`src/rtl/cfg_loader.sv`:
```
// Configuration loader for the routing-mux switch block: takes words over a
// valid/ready handshake and strobes each DATA_SIZE-wide group of SRAM cells.
module cfg_loader #(
  parameter int DATA_SIZE    = 8,
  parameter int STROBE_SIZE  = 48,
  parameter int STROBE_WIDTH = 1
) (
  input  logic                   CLK,
  input  logic                   RST,
  input  logic                   START,
  input  logic                   ABORT,
  input  logic [DATA_SIZE-1:0]   IN_DATA,
  input  logic                   IN_VALID,
  output logic                   IN_READY,
  output logic [DATA_SIZE-1:0]   DATA,
  output logic [STROBE_SIZE-1:0] STROBE,
  output logic                   BUSY,
  output logic                   DONE
);

  localparam int NB_WORDS = (STROBE_SIZE + DATA_SIZE - 1) / DATA_SIZE;
  localparam int WCW      = (NB_WORDS > 1) ? $clog2(NB_WORDS) : 1;
  localparam int PCW      = (STROBE_WIDTH > 1) ? $clog2(STROBE_WIDTH) : 1;
  localparam logic [WCW-1:0] LAST_WORD  = WCW'(NB_WORDS - 1);
  localparam logic [PCW-1:0] LAST_PULSE = PCW'(STROBE_WIDTH - 1);

  // Handshake: a word transfers on any rising edge where IN_VALID and IN_READY
  // are both high; IN_READY is high only while waiting for the next word.
  typedef enum logic [2:0] {
    IDLE  = 3'd0,
    WAIT  = 3'd1,
    SETUP = 3'd2,
    PULSE = 3'd3,
    HOLD  = 3'd4
  } state_t;

  state_t               state, state_n;
  logic [WCW-1:0]       word, word_n;
  logic [PCW-1:0]       pulse, pulse_n;
  logic [DATA_SIZE-1:0] data_n;
  logic [STROBE_SIZE-1:0] strobe_n;
  logic                 done_n;

  always_comb begin
    state_n = state;
    word_n  = word;
    pulse_n = pulse;
    data_n  = DATA;
    done_n  = 1'b0;
    case (state)
      IDLE: begin
        if (START) begin
          state_n = WAIT;
          word_n  = '0;
        end
      end
      WAIT: begin
        if (IN_VALID && IN_READY) begin
          data_n  = IN_DATA;
          state_n = SETUP;
        end
      end
      SETUP: begin
        state_n = PULSE;
        pulse_n = '0;
      end
      PULSE: begin
        if (pulse == LAST_PULSE) state_n = HOLD;
        else                     pulse_n = pulse + 1'b1;
      end
      HOLD: begin
        if (word == LAST_WORD) begin
          state_n = IDLE;
          word_n  = '0;
          done_n  = 1'b1;
        end else begin
          word_n  = word + 1'b1;
          state_n = WAIT;
        end
      end
      default: state_n = IDLE;
    endcase
    // Abort beats everything, including a handshake in the same cycle.
    if (ABORT && (state != IDLE)) begin
      state_n = IDLE;
      word_n  = '0;
      pulse_n = '0;
      data_n  = DATA;
      done_n  = 1'b0;
    end
  end

  // Outputs are registered from the next state so they line up with it.
  always_comb begin
    strobe_n = '0;
    if (state_n == PULSE) begin
      for (int i = 0; i < STROBE_SIZE; i++) begin
        strobe_n[i] = ((i / DATA_SIZE) == int'(word_n));
      end
    end
  end

  always_ff @(posedge CLK) begin
    if (RST) begin
      state    <= IDLE;
      word     <= '0;
      pulse    <= '0;
      IN_READY <= 1'b0;
      DATA     <= '0;
      STROBE   <= '0;
      BUSY     <= 1'b0;
      DONE     <= 1'b0;
    end else begin
      state    <= state_n;
      word     <= word_n;
      pulse    <= pulse_n;
      IN_READY <= (state_n == WAIT);
      DATA     <= data_n;
      STROBE   <= strobe_n;
      BUSY     <= (state_n != IDLE);
      DONE     <= done_n;
    end
  end

endmodule

```
`config.mk`:
```
export PLATFORM = sky130hd
export DESIGN_NAME = cfg_loader
export DESIGN_NICKNAME = d
export VERILOG_FILES = /design/src/rtl/cfg_loader.sv
export SDC_FILE = /design/constraint.sdc
export NUM_CORES = 1
export LEC_CHECK = 0
export ABC_AREA = 1
export CORE_MARGIN = 4
export CORE_UTILIZATION = 30
export CTS_BUF_LIST = sky130_fd_sc_hd__clkbuf_4 sky130_fd_sc_hd__clkbuf_8
export CTS_CLUSTER_SIZE = 30
export DETAILED_ROUTE_END_ITERATION = 16
export GPL_TIMING_DRIVEN = 0
export HOLD_SLACK_MARGIN = 0.05
export PLACE_DENSITY = 0.74
export SKIP_LAST_GASP = 1
export SLEW_MARGIN = 20
export SYNTH_ARGS = -nofsm -noshare
export SYNTH_HDL_FRONTEND = slang
export SYNTH_SLANG_ARGS = --single-unit
export TNS_END_PERCENT = 50
```
`constraint.sdc`:
```
create_clock -name CLK -period 1.4 [get_ports CLK]
set_clock_uncertainty 0.2 [all_clocks]
set_input_delay 0.14 -clock CLK [delete_from_list [all_inputs] [get_ports CLK]]
set_output_delay 0.14 -clock CLK [all_outputs]
set_load 0.03 [all_outputs]
```
==> results.toml, run 1 <==
[timing]
max_freq_mhz = 672
rsz0062_at_grt = "yes"
finalCriticalPeriod_ns = 1.49
drv_slew = 0
finalCritPeriodShare_pct = 106
worst_slew_pin_slew_ns = 0.481
max-slew-margin-rel_pct = 67.6
hold_viol_final = 0
fin_ws_ns = -0.0883
setup_viol = 11

[power]
p_total_uw = 1290
p_leak_uw = 0.00124
ir_worst_vdd_mv = 0.445
powerDensity_nw_per_um2 = 596

[global_route]
grt_first_pass_wirelength_mm = 4.51
track_usage_pct = 10.3
antenna_found_initial = 0
grt-ovfl-total = 0
grt_start_max_net_pins = 14
grt_pass1_vias = 992

[synthesis]
syn_area_sq_um = 1260
syn-instance-count = 162
synth-seq-cells = 23
ys.flop_type = "dfxtp_1"
synth_edf_count = 0
ys_seq_area_share_pct = 36.6
yosysTopAreaCell = "dfxtp_1"
yosysMostFrequentCell = "buf_4"
synth_cell_types = 23
synth_top_area_share_pct = 36.6
synth_common_cells = "buf_4 (43), nor2_1 (29), dfxtp_1 (23), nand2_1 (15), inv_1 (12)"
ys.warnings.count = 0
avgSynthCellArea_sq_um = 7.76
syn_nets = 175
ys_top_cells_by_area = "dfxtp_1 (37%), buf_4 (26%), nor2_1 (8.7%), nand2_1 (4.5%), o21ai_0 (4.0%)"
synthArstFlopShare_pct = 0

[hold_path]
hold_path_class = "in2reg"

[route]
ant_nets = 0
avgViaCountPerCell = 4.11
drt_iter0_drc = 19
routedWlPerCell_um = 10.4
drc = 0
drtPass1Iterations = 4
drt_wl_total_mm = 3.03
vias = 1199

[status]
status = "finished with violations"
violations = "negative setup slack"

[worst_setup_path]
timing.reg2reg.setup_slack_ns = -0.07
startpoint = "STROBE[23]"
r2r-start = "state[0]"
required_ns = 1.06
arrival_ns = 1.15
worstRegToRegCells = 8
cp-start-kind = "flip-flop"
cp-end-kind = "output port"
setup.worst_path.class = "reg2out"
crit_fanout = 8
r2r-end = "STROBE[40]"
worstSetupEndpoint = "STROBE[23]"

[floorplan]
core_sq_um = 4030
die_area_sq_um = 5290
num_io_pins = 72
initial_core_util_pct = 31.2
die_x_um = 72.7
rows = 23
dieHeight_um = 72.7

[placement]
place_inst = 282
globalplace.congestion = 0.770
port_buffers = 70
hpwlAfterDp_mm = 2.27

[finish]
drive_gt1_share_pct = 55.4
nNetsFinal = 256
syn2layout_area_growth_pct = 72.2
stdcell_count = 292
diodes = 0

[clocking]
h-tree-depth = 1
root_buffer = "clkbuf_8"
path_clk_slew_ns = 0.08
worstSkewPairLatency_ns = 0.26
clockBufferDepth = 2
cts.sinks = 23
cts_tree = "done"
cts-buffers-inserted = 3

[job]
drv_cap = 0
worst min-delay path by stage:
stage	from	endpoint	slack, ns	depth (start not counted)
after detailed placement	RST	state[2]	0.20	2
after global routing	RST	DATA[4]	0.13	4
after CTS	RST	DATA[2]	0.07	4
after floorplan	ABORT	DONE	0.02	1
after global placement	RST	state[2]	0.19	2
final	RST	DATA[4]	0.10	4
report_power, final:
part	switching [uW]	total [uW]	internal, uW
sequential	12.2	672	659
combinational	116	211	94.8
clock	209	408	198
timing repair:
item	in CTS	in global routing
endpoints found under the setup margin	76	60
buffers inserted	0	5
hold buffers	1	0
gates resized for setup	171	50
pin swaps	0	15
endpoints found under the hold margin	8	0
final cells by class:
class                   count  area, sq um
clock inverters             1         5.00
well taps                  50         62.6
clock buffers               3         41.3
fillers                   382         1860
multi-input cells          82          495
repair buffers             76          691
flip-flops and latches     23          493
inverters                  14         55.1
plain buffers              43          323
flip-flops by register name, summed over array words and instances, names as in the netlist:
| register | cells |
|---|---|
| word | 3 |
| state | 3 |
| BUSY | 1 |
| DATA | 8 |
| STROBE | 6 |
| DONE | 1 |
| IN_READY | 1 |
through the flow:
step / hold WS [ns] / utilization, % / cell area [sq um] / setup TNS, ns / worst slack (ns)
after floorplan: 0.0182 / - / 1260 / 0 / 0.0468
after global placement: 0.188 / 50.2 / 2020 / -12.01 / -0.267
after detailed placement: 0.196 / 50.2 / 2020 / -12.42 / -0.264
after CTS: 0.0712 / 50.2 / 2020 / -4.12 / -0.228
after global routing: 0.130 / 53.8 / 2170 / -2.57 / -0.186
final: 0.105 / 53.8 / 2170 / -0.553 / -0.0883
routing by layer:
layer / track usage (%) / share of wire [%]
met3: 4.55 / 12
met5: 0 / 0
met4: 1.84 / 0.23
met1: 12.6 / 38
met2: 17.0 / 50
worst max-delay path, stage by stage, from the launching register on:
cell	delay, ns
dfxtp_2	0.39
buf_4	0.12
dlygate4sd2_1	0.38
cell families after synthesis:
family	count (synthesis)	share of synthesized area, %
flip-flops	23	36.6
AO/OA/AOI/OAI	14	6.47
buffers and inverters	57	29.9
AND/OR/NAND/NOR	68	27.1
placed cells by master (no fill, tap or decap), drive strengths merged:
cell / count
and3: 1
buf: 64
nand3: 10
nor4: 2
nor3: 1
dlymetal6s2s: 10
dfxtp: 23
a21oi: 2
nand2: 19
inv: 14
clkdlybuf4s18: 5
clkdlybuf4s15: 16
dlygate4sd2: 9
and2: 1
nand4: 1
clkdlybuf4s50: 11
clkinv: 1
clkbuf: 6
o211ai: 1
nor2: 33
o21ai: 11
dlygate4sd3: 1
(Power assumes the default switching activity.)
==> inputs of run 2 (changes only) <==
- HOLD_SLACK_MARGIN: 0.05 -> unset
- SETUP_SLACK_MARGIN: unset -> 0.02
==> results.toml, run 2 (synthesis gave the netlist of run 1 again) <==
[power]
p_sw_share_pct = 26.2
p_int_uw = 953
p_leak_uw = 0.00127
p_comb_share_pct = 16.5
ir_worst_vdd_mv = 0.442
p_sw_uw = 337
powerDensity_nw_per_um2 = 627
pwr-share-clk_pct = 31.5
p_total_uw = 1290
p_seq_share_pct = 52.0

[global_route]
grt-ovfl-total = 0
track_usage_pct = 10.4
grt_first_pass_wirelength_mm = 4.53
antenna_found_initial = 0
grt_pass1_vias = 985
grt_start_max_net_pins = 14

[finish]
diodes = 0
drive_gt1_share_pct = 54.4
largest_reg_flops = 8
fin_util_pct = 51.1
stdcell_count = 291
syn2layout_area_growth_pct = 63.6
final_cell_mix = "buf_4 (45), buf_2 (35), nor2_1 (24)"
final_common_cell = "buf_4"
top_regs = "DATA: 8 flops, STROBE: 6 flops"
n_fill_cell = 403
regMostFlops = "DATA"
nNetsFinal = 255

[timing]
fin_ws_ns = -0.172
max_freq_mhz = 636
max-slew-margin-rel_pct = 69.5
finalCritPeriodShare_pct = 112
holdWs_ns = 0.0939
setup_viol = 14
finalCriticalPeriod_ns = 1.57
worst_slew_pin_slew_ns = 0.453
hold_viol_final = 0
rsz0062_at_grt = "yes"
drv_slew = 0

[clocking]
cts-buffers-inserted = 3
h-tree-depth = 1
path_clk_slew_ns = 0.08
worstSkewPairLatency_ns = 0.26
cts.sinks = 23
cts_tree = "done"
root_buffer = "clkbuf_8"
clockBufferDepth = 2

[floorplan]
initial_core_util_pct = 31.2
core_sq_um = 4030
die_x_um = 72.7
dieHeight_um = 72.7
num_io_pins = 72
die_area_sq_um = 5290
rows = 23

[placement]
globalplace.congestion = 0.770
hpwlAfterDp_mm = 2.27
place_inst = 282
port_buffers = 70
pre_cts_slack_ns = -0.264

[worst_setup_path]
crit_fanout = 1
crit_chain = "clkdlybuf4s50_1"
critPathMaxStageDelay_ns = 0.66
cp-start-kind = "flip-flop"
required_ns = 1.06
cp_top_family = "buffers and inverters"
cp-end-kind = "output port"
cp_num_buf_inv = 1
setup.worst_path.class = "reg2out"
crit_slowest_cell = "clkdlybuf4s50_1"
arrival_ns = 1.23

[route]
drc = 0
drtPass1Iterations = 4
avgViaCountPerCell = 4.13
drt_iter0_drc = 25
drt_wl_total_mm = 2.99
vias = 1202
routedWlPerCell_um = 10.3
ant_nets = 0

[status]
violations = "negative setup slack"
status = "finished with violations"

[hold_path]
hold_path_class = "in2reg"

[job]
drv_cap = 0
==> run 2: changes by cell type in the layout (fill, tap and decap cells not counted), moves of 2 or more <==
cell,change
buf_2,+19
clkdlybuf4s15_2,-14
clkdlybuf4s18_2,-5
clkbuf_2,-3
dlygate4sd2_1,+3
nor2_1,-3
nor2_2,+3
buf_4,-2
==> run 2: repair_timing <==
action                     CTS  global route
buffers inserted             0             4
setup endpoints to repair   76            44
hold endpoints to repair     8             0
cloned                       0             0
gates resized for setup    204            44
hold buffers                 1             0
pin swaps                    0            13
==> run 2: path summary, 6_finish.rpt <==
check | start | to | slack, ns | depth (start not counted)
worst min register to register | DATA[3] | DATA[3] | 0.31 | 2
worst max register to register | state[0] | STROBE[40] | -0.08 | 6
worst max-delay path | BUSY | BUSY | -0.17 | 1
worst min-delay path | RST | DATA[7] | 0.09 | 4
==> run 2: through the flow <==
step	TNS, ns	area (sq um)
after floorplan	0	1260
after global placement	-12.01	2020
after detailed placement	-12.42	2020
after CTS	-4.12	1910
after global routing	-2.86	2060
final	-0.947	2060
==> run 2: final cells by class <==
cell class                      count  area [sq um]  share of cell area (%)
Buffer                             43           323                    15.7
Multi-Input combinational cell     82           494                    24.0
Inverter                           14          55.1                    2.68
Timing Repair Buffer               75           583                    28.3
Sequential cell                    23           493                    24.0
Clock buffer                        3          41.3                    2.01
Tap cell                           50          62.6                    3.04
Clock inverter                      1          5.00                   0.243
==> run 2: worst min-delay path, stage by stage <==
cell and delay [ns]:
buf_4 0.09, inv_1 0.15, o21ai_2 0.09, nor2_1 0.04
==> run 2: power groups by stage <==
stage               logic, uW  registers (uW)  clock network [uW]
global route              229             674                 449
detailed placement        184             699                   0
CTS                       184             674                 423
floorplan                81.1             724                   0
global placement          183             699                   0
finish                    212             671                 406
==> run 2: per-layer routing <==
metal	vias to the layer above	global-route usage, %	wire length [um]
met5	-	0	0
met4	0	1.84	7
met3	2	4.68	351
met2	46	17.0	1520
met1	529	12.6	1110
li1	625	-	-
